File: config.mk
export PLATFORM = sky130hd
export DESIGN_NAME = mc_ctrl_flat
export DESIGN_NICKNAME = d
export VERILOG_FILES = /design/src/rtl/mc_ctrl_if.sv /design/src/rtl/mc_ctrl.sv /design/src/flat_wrapper.sv
export SDC_FILE = /design/constraint.sdc
export NUM_CORES = 1
export LEC_CHECK = 0
export CAP_MARGIN = 30
export CELL_PAD_IN_SITES_DETAIL_PLACEMENT = 1
export CELL_PAD_IN_SITES_GLOBAL_PLACEMENT = 1
export CORE_MARGIN = 2
export CORE_UTILIZATION = 33
export DETAILED_ROUTE_END_ITERATION = 8
export PLACE_DENSITY_LB_ADDON = 0.1
export SLEW_MARGIN = 20
export SYNTH_ARGS = -nofsm -noshare
export SYNTH_HDL_FRONTEND = slang
export SYNTH_SLANG_ARGS = --single-unit
File: constraint.sdc
create_clock -name clk -period 1.9 [get_ports clk]
set_input_delay 0.57 -clock clk [delete_from_list [all_inputs] [get_ports clk]]
set_output_delay 0.57 -clock clk [all_outputs]
set_load 0.05 [all_outputs]
File: src/rtl/mc_ctrl_if.sv
// Control bundle between the multi-cycle sequencer and the ARM-subset datapath.
// master = sequencer side, slave = datapath/memory side.
interface mc_ctrl_if;
  logic [31:0] Instr;
  logic [3:0]  alu_flags;
  logic        dmem_ack;
  logic        IR_en;
  logic        PC_en;
  logic        PC_src;
  logic        RF_en;
  logic        D_en;
  logic        MemtoReg;
  logic        ALUSrc;
  logic [1:0]  RegSrc;
  logic [1:0]  ImmSrc;
  logic [1:0]  ALUcntrl;
  logic        dmem_req;
  logic        instr_done;
  logic        illegal;
  logic        bus_err;

  modport master (
    input  Instr, alu_flags, dmem_ack,
    output IR_en, PC_en, PC_src, RF_en, D_en, MemtoReg, ALUSrc,
           RegSrc, ImmSrc, ALUcntrl, dmem_req, instr_done, illegal, bus_err
  );

  modport slave (
    output Instr, alu_flags, dmem_ack,
    input  IR_en, PC_en, PC_src, RF_en, D_en, MemtoReg, ALUSrc,
           RegSrc, ImmSrc, ALUcntrl, dmem_req, instr_done, illegal, bus_err
  );
endinterface

File: src/rtl/mc_ctrl.sv
// Multi-cycle FETCH/DECODE/EXEC/MEM/WB sequencer with NZCV condition checks
// and a timed req/ack handshake towards a variable-latency data memory.
module mc_ctrl #(
  parameter int ACK_TIMEOUT = 16
) (
  input  logic      clk,
  input  logic      reset,
  mc_ctrl_if.master bus
);

  localparam int CNT_W = (ACK_TIMEOUT > 1) ? $clog2(ACK_TIMEOUT) : 1;
  localparam logic [CNT_W-1:0] CNT_LAST = CNT_W'(ACK_TIMEOUT - 1);

  typedef enum logic [2:0] {
    S_FETCH,
    S_DECODE,
    S_EXEC,
    S_MEM,
    S_WB,
    S_ABORT
  } state_e;

  typedef struct packed {
    logic       ill;
    logic       cond_ok;
    logic [1:0] cls;
    logic       cmp;
    logic       setf;
    logic       load;
    logic       rd15;
    logic [1:0] regsrc;
    logic [1:0] immsrc;
    logic       alusrc;
    logic [1:0] aluctl;
  } dec_t;

  localparam logic [1:0] CLS_DP  = 2'b00;
  localparam logic [1:0] CLS_MEM = 2'b01;
  localparam logic [1:0] CLS_BR  = 2'b10;

  state_e            state_q, state_d;
  logic [3:0]        flags_q, flags_d;
  logic [CNT_W-1:0]  cnt_q, cnt_d;
  dec_t              dec_q, dec_d;

  logic ir_en, pc_en, pc_src, rf_en, d_en, m2r, req, ill_pulse, berr;

  // Flags are packed {N,Z,C,V}; code 1111 never passes and is trapped as illegal.
  function automatic logic cond_pass(input logic [3:0] cond, input logic [3:0] f);
    logic n, z, c, v;
    n = f[3];
    z = f[2];
    c = f[1];
    v = f[0];
    case (cond)
      4'b0000: cond_pass = z;
      4'b0001: cond_pass = !z;
      4'b0010: cond_pass = c;
      4'b0011: cond_pass = !c;
      4'b0100: cond_pass = n;
      4'b0101: cond_pass = !n;
      4'b0110: cond_pass = v;
      4'b0111: cond_pass = !v;
      4'b1000: cond_pass = c && !z;
      4'b1001: cond_pass = !c || z;
      4'b1010: cond_pass = (n == v);
      4'b1011: cond_pass = (n != v);
      4'b1100: cond_pass = !z && (n == v);
      4'b1101: cond_pass = z || (n != v);
      4'b1110: cond_pass = 1'b1;
      default: cond_pass = 1'b0;
    endcase
  endfunction

  always_comb begin
    dec_d         = '0;
    dec_d.cls     = bus.Instr[27:26];
    dec_d.rd15    = (bus.Instr[15:12] == 4'hF);
    dec_d.cond_ok = cond_pass(bus.Instr[31:28], flags_q);
    case (bus.Instr[27:26])
      CLS_DP: begin
        dec_d.alusrc = bus.Instr[25];
        dec_d.setf   = bus.Instr[20];
        case (bus.Instr[24:21])
          4'b0100: dec_d.aluctl = 2'b00;
          4'b0010: dec_d.aluctl = 2'b01;
          4'b0000: dec_d.aluctl = 2'b10;
          4'b1100: dec_d.aluctl = 2'b11;
          4'b1010: begin
            dec_d.aluctl = 2'b01;
            dec_d.cmp    = 1'b1;
            dec_d.setf   = 1'b1;
          end
          default: dec_d.ill = 1'b1;
        endcase
      end
      CLS_MEM: begin
        dec_d.alusrc    = 1'b1;
        dec_d.immsrc    = 2'b01;
        dec_d.load      = bus.Instr[20];
        dec_d.regsrc[0] = !bus.Instr[20];
      end
      CLS_BR: begin
        dec_d.alusrc = 1'b1;
        dec_d.immsrc = 2'b10;
        dec_d.regsrc = 2'b10;
      end
      default: dec_d.ill = 1'b1;
    endcase
    if (bus.Instr[31:28] == 4'hF) dec_d.ill = 1'b1;
    // An undecodable word drives no datapath selects at all.
    if (dec_d.ill) begin
      dec_d.regsrc = '0;
      dec_d.immsrc = '0;
      dec_d.alusrc = 1'b0;
      dec_d.aluctl = '0;
      dec_d.cmp    = 1'b0;
      dec_d.setf   = 1'b0;
      dec_d.load   = 1'b0;
    end
  end

  always_ff @(posedge clk) begin
    if (reset) begin
      state_q <= S_FETCH;
      flags_q <= '0;
      cnt_q   <= '0;
      dec_q   <= '0;
    end else begin
      state_q <= state_d;
      flags_q <= flags_d;
      cnt_q   <= cnt_d;
      if (state_q == S_DECODE) dec_q <= dec_d;
    end
  end

  always_comb begin
    state_d   = state_q;
    flags_d   = flags_q;
    cnt_d     = cnt_q;
    ir_en     = 1'b0;
    pc_en     = 1'b0;
    pc_src    = 1'b0;
    rf_en     = 1'b0;
    d_en      = 1'b0;
    m2r       = 1'b0;
    req       = 1'b0;
    ill_pulse = 1'b0;
    berr      = 1'b0;
    case (state_q)
      S_FETCH: begin
        ir_en   = 1'b1;
        state_d = S_DECODE;
      end
      S_DECODE: state_d = S_EXEC;
      S_EXEC: begin
        if (dec_q.ill || !dec_q.cond_ok) begin
          pc_en     = 1'b1;
          ill_pulse = dec_q.ill;
          state_d   = S_FETCH;
        end else begin
          case (dec_q.cls)
            CLS_DP: begin
              rf_en   = !dec_q.cmp;
              pc_en   = 1'b1;
              pc_src  = dec_q.rd15;
              if (dec_q.setf) flags_d = bus.alu_flags;
              state_d = S_FETCH;
            end
            CLS_MEM: begin
              cnt_d   = '0;
              state_d = S_MEM;
            end
            default: begin
              pc_en   = 1'b1;
              pc_src  = 1'b1;
              state_d = S_FETCH;
            end
          endcase
        end
      end
      S_MEM: begin
        req  = 1'b1;
        d_en = !dec_q.load;
        // Ack on the threshold cycle still completes the access.
        if (bus.dmem_ack) begin
          if (dec_q.load) begin
            state_d = S_WB;
          end else begin
            pc_en   = 1'b1;
            state_d = S_FETCH;
          end
        end else if (cnt_q == CNT_LAST) begin
          state_d = S_ABORT;
        end else begin
          cnt_d = cnt_q + CNT_W'(1);
        end
      end
      S_WB: begin
        rf_en   = 1'b1;
        m2r     = 1'b1;
        pc_en   = 1'b1;
        pc_src  = dec_q.rd15;
        state_d = S_FETCH;
      end
      S_ABORT: begin
        berr    = 1'b1;
        pc_en   = 1'b1;
        state_d = S_FETCH;
      end
      default: state_d = S_FETCH;
    endcase
  end

  // Reset forces every output low immediately, including the cycle it is first seen.
  assign bus.IR_en      = ir_en & ~reset;
  assign bus.PC_en      = pc_en & ~reset;
  assign bus.PC_src     = pc_src & ~reset;
  assign bus.RF_en      = rf_en & ~reset;
  assign bus.D_en       = d_en & ~reset;
  assign bus.MemtoReg   = m2r & ~reset;
  assign bus.dmem_req   = req & ~reset;
  assign bus.instr_done = pc_en & ~reset;
  assign bus.illegal    = ill_pulse & ~reset;
  assign bus.bus_err    = berr & ~reset;
  assign bus.RegSrc     = reset ? 2'b00 : dec_q.regsrc;
  assign bus.ImmSrc     = reset ? 2'b00 : dec_q.immsrc;
  assign bus.ALUSrc     = dec_q.alusrc & ~reset;
  assign bus.ALUcntrl   = reset ? 2'b00 : dec_q.aluctl;

  logic unused_instr_bits;
  assign unused_instr_bits = ^{bus.Instr[19:16], bus.Instr[11:0]};

endmodule

File: src/flat_wrapper.sv
// flat-port wrapper written by rule: the top's interface ports become plain ports
module mc_ctrl_flat 
#(
  parameter int ACK_TIMEOUT = 16
)
  (clk, reset, bus_Instr, bus_alu_flags, bus_dmem_ack, bus_IR_en, bus_PC_en, bus_PC_src, bus_RF_en, bus_D_en, bus_MemtoReg, bus_ALUSrc, bus_RegSrc, bus_ImmSrc, bus_ALUcntrl, bus_dmem_req, bus_instr_done, bus_illegal, bus_bus_err);
  mc_ctrl_if bus_i ();
  input  logic clk;
  input  logic reset;
  input wire logic [$bits(bus_i.Instr)-1:0] bus_Instr;
  input wire logic [$bits(bus_i.alu_flags)-1:0] bus_alu_flags;
  input wire logic [$bits(bus_i.dmem_ack)-1:0] bus_dmem_ack;
  output wire logic [$bits(bus_i.IR_en)-1:0] bus_IR_en;
  output wire logic [$bits(bus_i.PC_en)-1:0] bus_PC_en;
  output wire logic [$bits(bus_i.PC_src)-1:0] bus_PC_src;
  output wire logic [$bits(bus_i.RF_en)-1:0] bus_RF_en;
  output wire logic [$bits(bus_i.D_en)-1:0] bus_D_en;
  output wire logic [$bits(bus_i.MemtoReg)-1:0] bus_MemtoReg;
  output wire logic [$bits(bus_i.ALUSrc)-1:0] bus_ALUSrc;
  output wire logic [$bits(bus_i.RegSrc)-1:0] bus_RegSrc;
  output wire logic [$bits(bus_i.ImmSrc)-1:0] bus_ImmSrc;
  output wire logic [$bits(bus_i.ALUcntrl)-1:0] bus_ALUcntrl;
  output wire logic [$bits(bus_i.dmem_req)-1:0] bus_dmem_req;
  output wire logic [$bits(bus_i.instr_done)-1:0] bus_instr_done;
  output wire logic [$bits(bus_i.illegal)-1:0] bus_illegal;
  output wire logic [$bits(bus_i.bus_err)-1:0] bus_bus_err;
  assign bus_i.Instr = bus_Instr;
  assign bus_i.alu_flags = bus_alu_flags;
  assign bus_i.dmem_ack = bus_dmem_ack;
  assign bus_IR_en = bus_i.IR_en;
  assign bus_PC_en = bus_i.PC_en;
  assign bus_PC_src = bus_i.PC_src;
  assign bus_RF_en = bus_i.RF_en;
  assign bus_D_en = bus_i.D_en;
  assign bus_MemtoReg = bus_i.MemtoReg;
  assign bus_ALUSrc = bus_i.ALUSrc;
  assign bus_RegSrc = bus_i.RegSrc;
  assign bus_ImmSrc = bus_i.ImmSrc;
  assign bus_ALUcntrl = bus_i.ALUcntrl;
  assign bus_dmem_req = bus_i.dmem_req;
  assign bus_instr_done = bus_i.instr_done;
  assign bus_illegal = bus_i.illegal;
  assign bus_bus_err = bus_i.bus_err;
  mc_ctrl #(.ACK_TIMEOUT(ACK_TIMEOUT)) u_core (.clk(clk), .reset(reset), .bus(bus_i));
endmodule
==> results.json <==
{
  "die_w_um": 74.3,
  "clk_pin_slew_ns": 0.10,
  "critPathMaxFanout": 9,
  "yosysTopAreaCellShare_pct": 31.9,
  "htreeDepth": 1,
  "yosysTopAreaCell": "dfxtp_1",
  "min_period_ns": 2.13,
  "p_leak_nw": 1.10,
  "overflow": 0,
  "yosys-top-cells-area": "dfxtp_1 32%, nor2_1 6.0%, ha_1 4.6%",
  "fin_cells": 331,
  "cts_buffers": 3,
  "drt_iter0_drc": 50,
  "cts_buffer_depth": 2,
  "ys_ff_latch": 26,
  "path_cells": "buf_4 -> nand3b_1 -> o31ai_4 -> a22o_2 -> buf_12",
  "drive_gt1_share_pct": 39.8,
  "dpl.hpwl_um": 3780,
  "slew_viol_final": 0,
  "syn2layout_area_growth_pct": 68.7,
  "setup_viol": 8,
  "hold_class": "flip-flop to flip-flop",
  "timing.setup.tns_ns": -1.02,
  "grt_pass1_wl_um": 8860,
  "worst_pin_slew_ns": 0.364,
  "dieArea_um2": 5530,
  "grt_usage_pct": 20.9,
  "violations": "negative setup slack",
  "grt_max_degree": 20,
  "antenna_found_initial": 0,
  "nFillCells": 548,
  "ys_async_sr_fraction_pct": 0,
  "slowest_delay_ns": 0.35,
  "drt_pass1_iterations": 4,
  "critPathArrivalTime_ns": 1.56,
  "yosysSeqAreaShare_pct": 31.9,
  "fmax_mhz": 469,
  "path_class": "flip-flop to primary output",
  "syn_area_per_cell_um2": 8.42,
  "yosysWarnings": 0,
  "synth_cells": 194,
  "synth_ff_type": "dfxtp_1",
  "syn-num-nets": 239,
  "status": "finished with violations",
  "port_buffers": 39,
  "p_per_area_nw_per_um2": 511,
  "dieHeight_um": 74.3,
  "dp_cells": 319,
  "peakVddDrop_v": 0.000237,
  "hold_violations": 0,
  "worstPathRequired_ns": 1.33,
  "grt_pass1_vias": 1899,
  "synth.distinct_cells": 50,
  "whs_ns": 0.468,
  "rows": 25,
  "placed_area_um2": 2510,
  "start_util_pct": 34.3,
  "min_period_over_period_pct": 112,
  "clkLatencyLatePin_ns": 0.29,
  "cts_num_sinks": 26,
  "via_per_inst": 5.23,
  "syn-cell-area_um2": 1630,
  "drc_errors": 0,
  "top_level_ports": 56,
  "place.gp.congestion": 0.755,
  "maxCapViolations": 0,
  "startpoint_type": "flip-flop",
  "fin_util_pct": 57.9,
  "synth-edff-count": 0,
  "nNetsFinal": 310,
  "wire_per_inst_um": 16.1,
  "antenna_left": 0,
  "final_area_um2": 2750,
  "cts_tree": "yes",
  "vias": 1732,
  "skew_ns": 0.00407,
  "routed_wl_um": 5320,
  "maxSlewHeadroom_pct": 75.4,
  "antenna_cells": 0,
  "core_um2": 4750,
  "cpMaxStageDelayCell": "dfxtp_2",
  "fin_ws_ns": -0.230,
  "rsz0062_at_grt": "yes",
  "clockRootBuffer": "clkbuf_8",
  "crit_path_end_kind": "primary output"
}
==> registers in the layout, summed over array words and instances, names as in the netlist <==
name / flops
u_core.dec_q: 15
u_core.cnt_q: 4
u_core.flags_q: 4
u_core.state_q: 3
==> final cells by class <==
cell class	count	area [µm²]	area share [%]
flip-flops and latches	26	534	19.4
clock buffers	4	55.1	2.00
repair buffers	79	892	32.4
well taps	67	83.8	3.04
multi-input cells	145	1150	41.8
inverters	10	37.5	1.36
==> where the power goes <==
group	internal [W]	switching, W	total, W
clock	0.000186	0.000196	0.000382
sequential	0.000563	0.0000193	0.000583
combinational	0.000226	0.000216	0.000442
total	0.000976	0.000431	0.00141
==> cells in the final DEF (no fill, tap or decap), types with 3 or more instances in the layout <==
master,n
a21oi_1,13
a32oi_1,7
buf_12,18
buf_4,34
buf_6,6
clkbuf_8,4
clkdlybuf4s50_1,20
dfxtp_1,19
dfxtp_2,5
ha_1,5
inv_1,6
inv_2,4
mux2i_1,6
nand2_1,6
nand2b_4,3
nand3b_1,4
nor2_1,22
nor2b_1,4
nor2b_2,7
nor3b_1,3
o21ai_0,5
xor2_1,3
==> critical path, delay by kind of cell (launching register included) <==
family                 cells  cell delay [ns]
flip-flops                 1             0.35
buffers and inverters      2             0.33
AND/OR/NAND/NOR            1             0.21
AO/OA/AOI/OAI              2             0.38
==> cell usage after synthesis, drive strengths merged (2+ instances only) <==
| master | n |
|---|---|
| o21ai | 7 |
| and2 | 2 |
| and3 | 2 |
| nor4b | 2 |
| buf | 9 |
| nand2b | 4 |
| nor4 | 2 |
| a21oi | 14 |
| nand4 | 2 |
| a32o | 2 |
| inv | 10 |
| nand2 | 6 |
| clkbuf | 4 |
| a32oi | 7 |
| and3b | 2 |
| nand3 | 2 |
| xor2 | 3 |
| a211oi | 2 |
| a22oi | 2 |
| o211ai | 2 |
| nor3 | 2 |
| ha | 6 |
| nor2b | 12 |
| mux2i | 6 |
| or3 | 2 |
| dfxtp | 26 |
| nor2 | 26 |
| a31oi | 3 |
| nand3b | 4 |
| nor3b | 5 |
==> through the flow <==
| stage | total power (W) | setup WS, ns |
|---|---|---|
| floorplan | 0.000799 | -0.112 |
| global placement | 0.000957 | -0.539 |
| detailed placement | 0.000974 | -0.534 |
| CTS | 0.00140 | -0.196 |
| global route | 0.00148 | -0.287 |
| finish | 0.00141 | -0.230 |
==> metal layers <==
layer / track usage (%) / vias up / routed length, µm
li1: - / 843 / -
met1: 25.5 / 846 / 2250
met2: 37.6 / 34 / 2790
met3: 2.17 / 9 / 160
met4: 8.53 / 0 / 106
met5: 0 / - / 0
==> kinds of logic (layout without fill, tap and decap cells) <==
kind of cell | Yosys count | in the layout | share of synthesized area [%]
buffers and inverters | 23 | 93 | 6.90
adder cells (fa/ha/maj) | 6 | 6 | 4.60
multiplexers | 7 | 7 | 4.37
AO/OA/AOI/OAI | 49 | 49 | 22.5
AND/OR/NAND/NOR | 80 | 80 | 28.1
flip-flops | 26 | 26 | 31.9
XOR/XNOR | 3 | 3 | 1.61
==> path summary, 6_finish.rpt <==
path | cells past startpoint | slack (ns) | start | end
setup / recovery | 5 | -0.23 | u_core.state_q[2] | bus_PC_src
hold / removal | 2 | 0.47 | u_core.dec_q[5] | u_core.dec_q[5]
setup reg to reg | 7 | 0.21 | u_core.state_q[1] | u_core.dec_q[9]
hold reg to reg | 2 | 0.47 | u_core.dec_q[5] | u_core.dec_q[5]
==> timing repair <==
| action | in CTS | in global routing |
|---|---|---|
| resized for setup | 33 | 10 |
| endpoints found under the setup margin | 21 | 21 |
| cloned | 0 | 0 |
| setup buffers | 7 | 1 |
| hold buffers | 0 | 0 |
| pin swaps | 9 | 5 |
No activity file was read; power rests on OpenSTA's default activity.
